$ cat config.mk
export PLATFORM = sky130hd
export DESIGN_NAME = spi_master_engine_flat
export DESIGN_NICKNAME = d
export VERILOG_FILES = /design/src/rtl/spi_master_engine_if.sv /design/src/rtl/spi_master_engine.sv /design/src/flat_wrapper.sv
export SDC_FILE = /design/constraint.sdc
export NUM_CORES = 1
export LEC_CHECK = 0
export CAP_MARGIN = 20
export CELL_PAD_IN_SITES_DETAIL_PLACEMENT = 1
export CELL_PAD_IN_SITES_GLOBAL_PLACEMENT = 1
export CORE_AREA = 4 4 101 65
export DETAILED_ROUTE_END_ITERATION = 16
export DIE_AREA = 0 0 105 69
export DONT_BUFFER_PORTS = 1
export PLACE_DENSITY = 0.62
export SLEW_MARGIN = 20
export SYNTH_ARGS = -nofsm -noshare
export SYNTH_HDL_FRONTEND = slang
export SYNTH_SLANG_ARGS = --single-unit
export TNS_END_PERCENT = 5
$ cat constraint.sdc
create_clock -name aclk -period 4.35 [get_ports aclk]
set_clock_uncertainty 0.05 [all_clocks]
set_input_delay 0.6525 -clock aclk [delete_from_list [all_inputs] [get_ports aclk]]
set_output_delay 0.6525 -clock aclk [all_outputs]
set_load 0.05 [all_outputs]
$ cat src/rtl/spi_master_engine_if.sv
// spi_master_engine_if: upstream byte stream, status and SPI pins of the SPI master engine
interface spi_master_engine_if;
  logic       tx_valid, tx_ready, tx_last;
  logic [7:0] tx_data, rx_data;
  logic       rx_valid, busy;
  logic       spi_sck, spi_mosi, spi_miso, spi_cs_n;
  modport master (
    input  tx_valid, tx_data, tx_last, spi_miso,
    output tx_ready, rx_valid, rx_data, busy, spi_sck, spi_mosi, spi_cs_n
  );
  modport slave (
    output tx_valid, tx_data, tx_last, spi_miso,
    input  tx_ready, rx_valid, rx_data, busy, spi_sck, spi_mosi, spi_cs_n
  );
endinterface

$ cat src/rtl/spi_master_engine.sv
// spi_master_engine: byte-wide SPI mode-0 master; chip select stays low across bytes until tx_last
module spi_master_engine #(
  parameter int CLK_DIV = 4,
  parameter int CS_GAP  = 2
) (
  input logic aclk,
  input logic aresetn,
  spi_master_engine_if.master bus
);
  typedef enum logic [2:0] {IDLE, SETUP, SHIFT, HOLD, TAIL, GAP} state_t;
  state_t     state;
  logic [7:0] cnt, tx_sh, rx_sh, rx_data;
  logic [3:0] edges;
  logic       last, sck, mosi, cs_n, tx_ready, rx_valid, busy, div_done;
  assign div_done     = cnt == 8'(CLK_DIV - 1);
  assign bus.tx_ready = tx_ready;
  assign bus.rx_valid = rx_valid;
  assign bus.rx_data  = rx_data;
  assign bus.busy     = busy;
  assign bus.spi_sck  = sck;
  assign bus.spi_mosi = mosi;
  assign bus.spi_cs_n = cs_n;
  // SHIFT idles one half-period before the first rise so the 8th fall lands at 17*CLK_DIV
  always_ff @(posedge aclk or negedge aresetn)
    if (!aresetn) begin
      state    <= IDLE;
      cnt      <= '0;
      tx_sh    <= '0;
      rx_sh    <= '0;
      rx_data  <= '0;
      edges    <= '0;
      last     <= 1'b0;
      sck      <= 1'b0;
      mosi     <= 1'b0;
      cs_n     <= 1'b1;
      tx_ready <= 1'b0;
      rx_valid <= 1'b0;
      busy     <= 1'b0;
    end else begin
      rx_valid <= 1'b0;
      cnt      <= cnt + 8'd1;
      case (state)
        IDLE, HOLD: begin
          tx_ready <= 1'b1;
          cnt      <= '0;
          if (bus.tx_valid && tx_ready) begin
            state    <= SETUP;
            tx_sh    <= bus.tx_data;
            last     <= bus.tx_last;
            mosi     <= bus.tx_data[7];
            cs_n     <= 1'b0;
            tx_ready <= 1'b0;
            busy     <= 1'b1;
            edges    <= '0;
          end
        end
        SETUP: if (div_done) begin
          state <= SHIFT;
          cnt   <= '0;
        end
        SHIFT: if (div_done) begin
          cnt   <= '0;
          sck   <= ~sck;
          edges <= edges + 4'd1;
          if (!sck) rx_sh <= {rx_sh[6:0], bus.spi_miso};
          else if (edges == 4'd15) begin
            rx_data  <= rx_sh;
            rx_valid <= 1'b1;
            tx_ready <= ~last;
            state    <= last ? TAIL : HOLD;
          end else begin
            tx_sh <= {tx_sh[6:0], 1'b0};
            mosi  <= tx_sh[6];
          end
        end
        TAIL: if (div_done) begin
          state <= GAP;
          cnt   <= '0;
          cs_n  <= 1'b1;
          mosi  <= 1'b0;
        end
        GAP: if (cnt == 8'(CS_GAP - 1)) begin
          state    <= IDLE;
          busy     <= 1'b0;
          tx_ready <= 1'b1;
        end
        default: state <= IDLE;
      endcase
    end
endmodule

$ cat src/flat_wrapper.sv
// flat-port wrapper written by rule: the top's interface ports become plain ports
module spi_master_engine_flat 
#(
  parameter int CLK_DIV = 4,
  parameter int CS_GAP  = 2
)
  (aclk, aresetn, bus_tx_valid, bus_tx_data, bus_tx_last, bus_spi_miso, bus_tx_ready, bus_rx_valid, bus_rx_data, bus_busy, bus_spi_sck, bus_spi_mosi, bus_spi_cs_n);
  spi_master_engine_if bus_i ();
  input logic aclk;
  input logic aresetn;
  input wire logic [$bits(bus_i.tx_valid)-1:0] bus_tx_valid;
  input wire logic [$bits(bus_i.tx_data)-1:0] bus_tx_data;
  input wire logic [$bits(bus_i.tx_last)-1:0] bus_tx_last;
  input wire logic [$bits(bus_i.spi_miso)-1:0] bus_spi_miso;
  output wire logic [$bits(bus_i.tx_ready)-1:0] bus_tx_ready;
  output wire logic [$bits(bus_i.rx_valid)-1:0] bus_rx_valid;
  output wire logic [$bits(bus_i.rx_data)-1:0] bus_rx_data;
  output wire logic [$bits(bus_i.busy)-1:0] bus_busy;
  output wire logic [$bits(bus_i.spi_sck)-1:0] bus_spi_sck;
  output wire logic [$bits(bus_i.spi_mosi)-1:0] bus_spi_mosi;
  output wire logic [$bits(bus_i.spi_cs_n)-1:0] bus_spi_cs_n;
  assign bus_i.tx_valid = bus_tx_valid;
  assign bus_i.tx_data = bus_tx_data;
  assign bus_i.tx_last = bus_tx_last;
  assign bus_i.spi_miso = bus_spi_miso;
  assign bus_tx_ready = bus_i.tx_ready;
  assign bus_rx_valid = bus_i.rx_valid;
  assign bus_rx_data = bus_i.rx_data;
  assign bus_busy = bus_i.busy;
  assign bus_spi_sck = bus_i.spi_sck;
  assign bus_spi_mosi = bus_i.spi_mosi;
  assign bus_spi_cs_n = bus_i.spi_cs_n;
  spi_master_engine #(.CLK_DIV(CLK_DIV), .CS_GAP(CS_GAP)) u_core (.aclk(aclk), .aresetn(aresetn), .bus(bus_i));
endmodule
==> flow_summary.toml <==
[synthesis]
synth_nets = 211
avgSynthCellArea_um2 = 11.3
yosysWarnings = 0
netlist_instances = 195
yosys-top-cells-area = "dfrtp_1 50%, mux2_2 9.2%, o2bb2ai_1 2.8%"
synth_top_area_share_pct = 49.8
synth-edff-count = 0
async_flop_share_pct = 100
syn-cell-area_um2 = 2210
synth_top_area_cell = "dfrtp_1"
yosysUniqueCellTypes = 52
synth-main-ff-cell = "dfrtp_1"
yosysSeqAreaShare_pct = 51.0
synth_seq_cells = 45

[layout]
multi_input_area_um2 = 1040
fin_util_pct = 43.3
drive_above_1_share_pct = 20.8
diodes = 0
fillCellCount = 608
final_nets = 212
register_area_um2 = 1130
syn_to_final_growth_pct = 8.04
stdcell_count = 266

[critical_path]
critical_path_class = "flip-flop to flip-flop"
cp_top_family = "simple AND/OR/NAND/NOR gates"
cp_slowest_cell = "nor3b_1"
cp_num_buf_inv = 0
cp-end-kind = "flip-flop"
start_kind = "flip-flop"
r2r_slack_ns = 1.96
worstPathCellList = "ha_1 > nor3b_1 > nand4_1 > nor2_4 > mux2_2"
cp_data_required_time_ns = 4.49
cp_max_fo = 8
max_stage_delay_ns = 0.47
cp.arrival_ns = 2.53
reg2regPathDepth = 5
path_depth = 5

[clocking]
htree_levels = 2
post-cts-setup-buffers = 0
ctsLongestPathBuffers = 2
cts_tree = "built"
cts_made_buffers = 5
cts_hold_buf = 1
clock-root-buffer = "clkbuf_8"
clock_latency_ns = 0.31
path_clk_slew_ns = 0.10
postCtsResizedCells = 0
cts.sinks = 45

[pwr]
leakage_nw = 1.07
ir_worst_vdd_v = 0.000185
power.density_nw_per_um2 = 583

[sta]
post-route-min-period_ns = 2.39
hold_violations = 0
fmax_mhz = 419
relSlewSlack_pct = 54.0
whs_ns = 0.120
fin_crit_sh_pct = 54.8
setup_viol = 0
drv_slew = 0
worstMarginPinSlew_ns = 0.690
setup-tns-final_ns = 0
rsz0062_at_grt = "false"

[floorplanning]
dieArea_um2 = 7250
io_pins = 27
die_w_um = 105
fp.coreArea_um2 = 5520
die_y_um = 69
rows = 21
start_util_pct = 40.0

[drt]
drc = 0
dr.pass1.iters = 4
postRouteAntennaNets = 0
wirelength_um = 5360
routedWlPerCell_um = 20.2
post_drt_via_cell_ratio = 5.88
drt_iter0_markers = 68
via_count = 1565

[status]
status = "finished, final reports clean"

[placement]
dp.cells = 257
dp_hpwl_um = 3870
io_buffers = 0
routabilityCongestion = 0.807

[global_route]
antenna_found_initial = 0
grt_overflow_total = 0
grt_pass1_vias = 1671
grt_pass1_wl_um = 9080
grt_max_degree = 45
grt_util_all_layers_pct = 15.7

[job]
maxCapViolCount = 0

[min_path]
hp-class = "input pin to asynchronous set/reset pin"
-- flip-flops by register name, indices dropped and copies added (netlist names) --
register / flops
u_core.bus.spi_cs_n: 1
u_core.edges: 4
u_core.bus.spi_mosi: 1
u_core.last: 1
u_core.state: 3
u_core.bus.spi_sck: 1
u_core.tx_sh: 7
u_core.bus.rx_valid: 1
u_core.bus.busy: 1
u_core.cnt: 8
u_core.rx_sh: 8
u_core.bus.tx_ready: 1
u_core.bus.rx_data: 8
-- worst register-to-register path, cell delays in order, from the launching register on --
cell     delay [ns]
dfrtp_1        0.46
ha_1           0.29
nor3b_1        0.47
nand4_1        0.31
nor2_4         0.32
mux2_2         0.37
-- cell usage in the layout (no fill, tap or decap), types with 2 or more instances in the layout --
master,count
a21o_1,2
a21oi_1,5
a22o_1,3
a22oi_1,8
and2_1,2
and3_1,3
and4_1,2
clkbuf_8,5
dfrtp_1,44
ha_1,3
inv_1,4
inv_6,2
mux2_2,18
mux2i_1,2
nand2_1,10
nand2b_1,2
nand3_1,11
nand3b_1,2
nor2_1,12
nor2b_1,3
o21ai_0,9
o22ai_1,2
o2bb2ai_1,7
xnor2_1,2
xor2_1,6
-- metal layers --
metal	global-route usage, %	vias to the layer above	share of wire (%)
met4	3.20	0	0.15
met3	5.13	2	5.4
met2	22.7	28	45
met1	22.8	812	49
li1	-	723	-
met5	0	-	0
-- cell families after synthesis --
group | count (synthesis) | share of synthesized area (%)
DFF | 45 | 51.0
and+or+nand+nor | 62 | 16.4
xor gates and xnor gates | 8 | 3.17
buffers and inverters | 11 | 2.04
adders and majority gates | 3 | 1.70
AOI/OAI and AO/OA | 45 | 15.1
muxes | 21 | 10.6
-- cells in the mapped netlist, types with 2 or more instances --
library cell and n:
and4_1 2, mux2i_1 2, clkbuf_1 3, inv_1 4, o22ai_1 2, a21oi_1 5, buf_2 3, a22o_1 3
nor2b_1 3, nand3_1 11, xnor2_1 2, ha_1 3, a22oi_1 8, nand2_1 10, nor2_1 12, a21o_1 2
and3_1 3, dfrtp_1 44, o21ai_0 9, mux2_2 18, nand2b_1 2, xor2_1 6, nand3b_1 2, and2_1 2
o2bb2ai_1 7
-- worst paths after layout --
path                                                   from                              end
worst max-delay path                u_core.cnt[0]$_DFF_PN0_      u_core.rx_sh[6]$_DFFE_PN0P_
worst min-delay path                                aresetn  u_core.bus.spi_cs_n$_DFFE_PN1P_
worst max register to register      u_core.cnt[0]$_DFF_PN0_      u_core.rx_sh[6]$_DFFE_PN0P_
worst min register to register  u_core.tx_sh[3]$_DFFE_PN0P_      u_core.tx_sh[3]$_DFFE_PN0P_
max in group asynchronous                           aresetn          u_core.cnt[2]$_DFF_PN0_
min in group aclk                               bus_tx_last          u_core.last$_DFFE_PN0P_
-- metrics by stage --
stage | total power, mW | instance area, µm² | setup slack (ns)
2_1_floorplan | 0.997 | 2210 | 2.35
3_3_place_gp | 1.08 | 2270 | 2.12
3_5_place_dp | 1.11 | 2270 | 1.97
4_1_cts | 1.41 | 2390 | 1.95
5_1_grt | 1.50 | 2390 | 1.75
6_report | 1.39 | 2390 | 1.96
-- area by class of cell --
type / count / area share [%]
Clock buffer: 5 / 2.88
Tap cell: 69 / 3.62
Multi-Input combinational cell: 139 / 43.4
Inverter: 4 / 0.629
Timing Repair Buffer: 1 / 1.15
Sequential cell: 45 / 47.2
Clock inverter: 3 / 1.05
-- where the power goes --
group	switching (mW)	internal, mW
clock	0.165	0.117
sequential	0.189	0.531
combinational	0.194	0.196
Note: power is estimated with default switching activity, not from simulation.
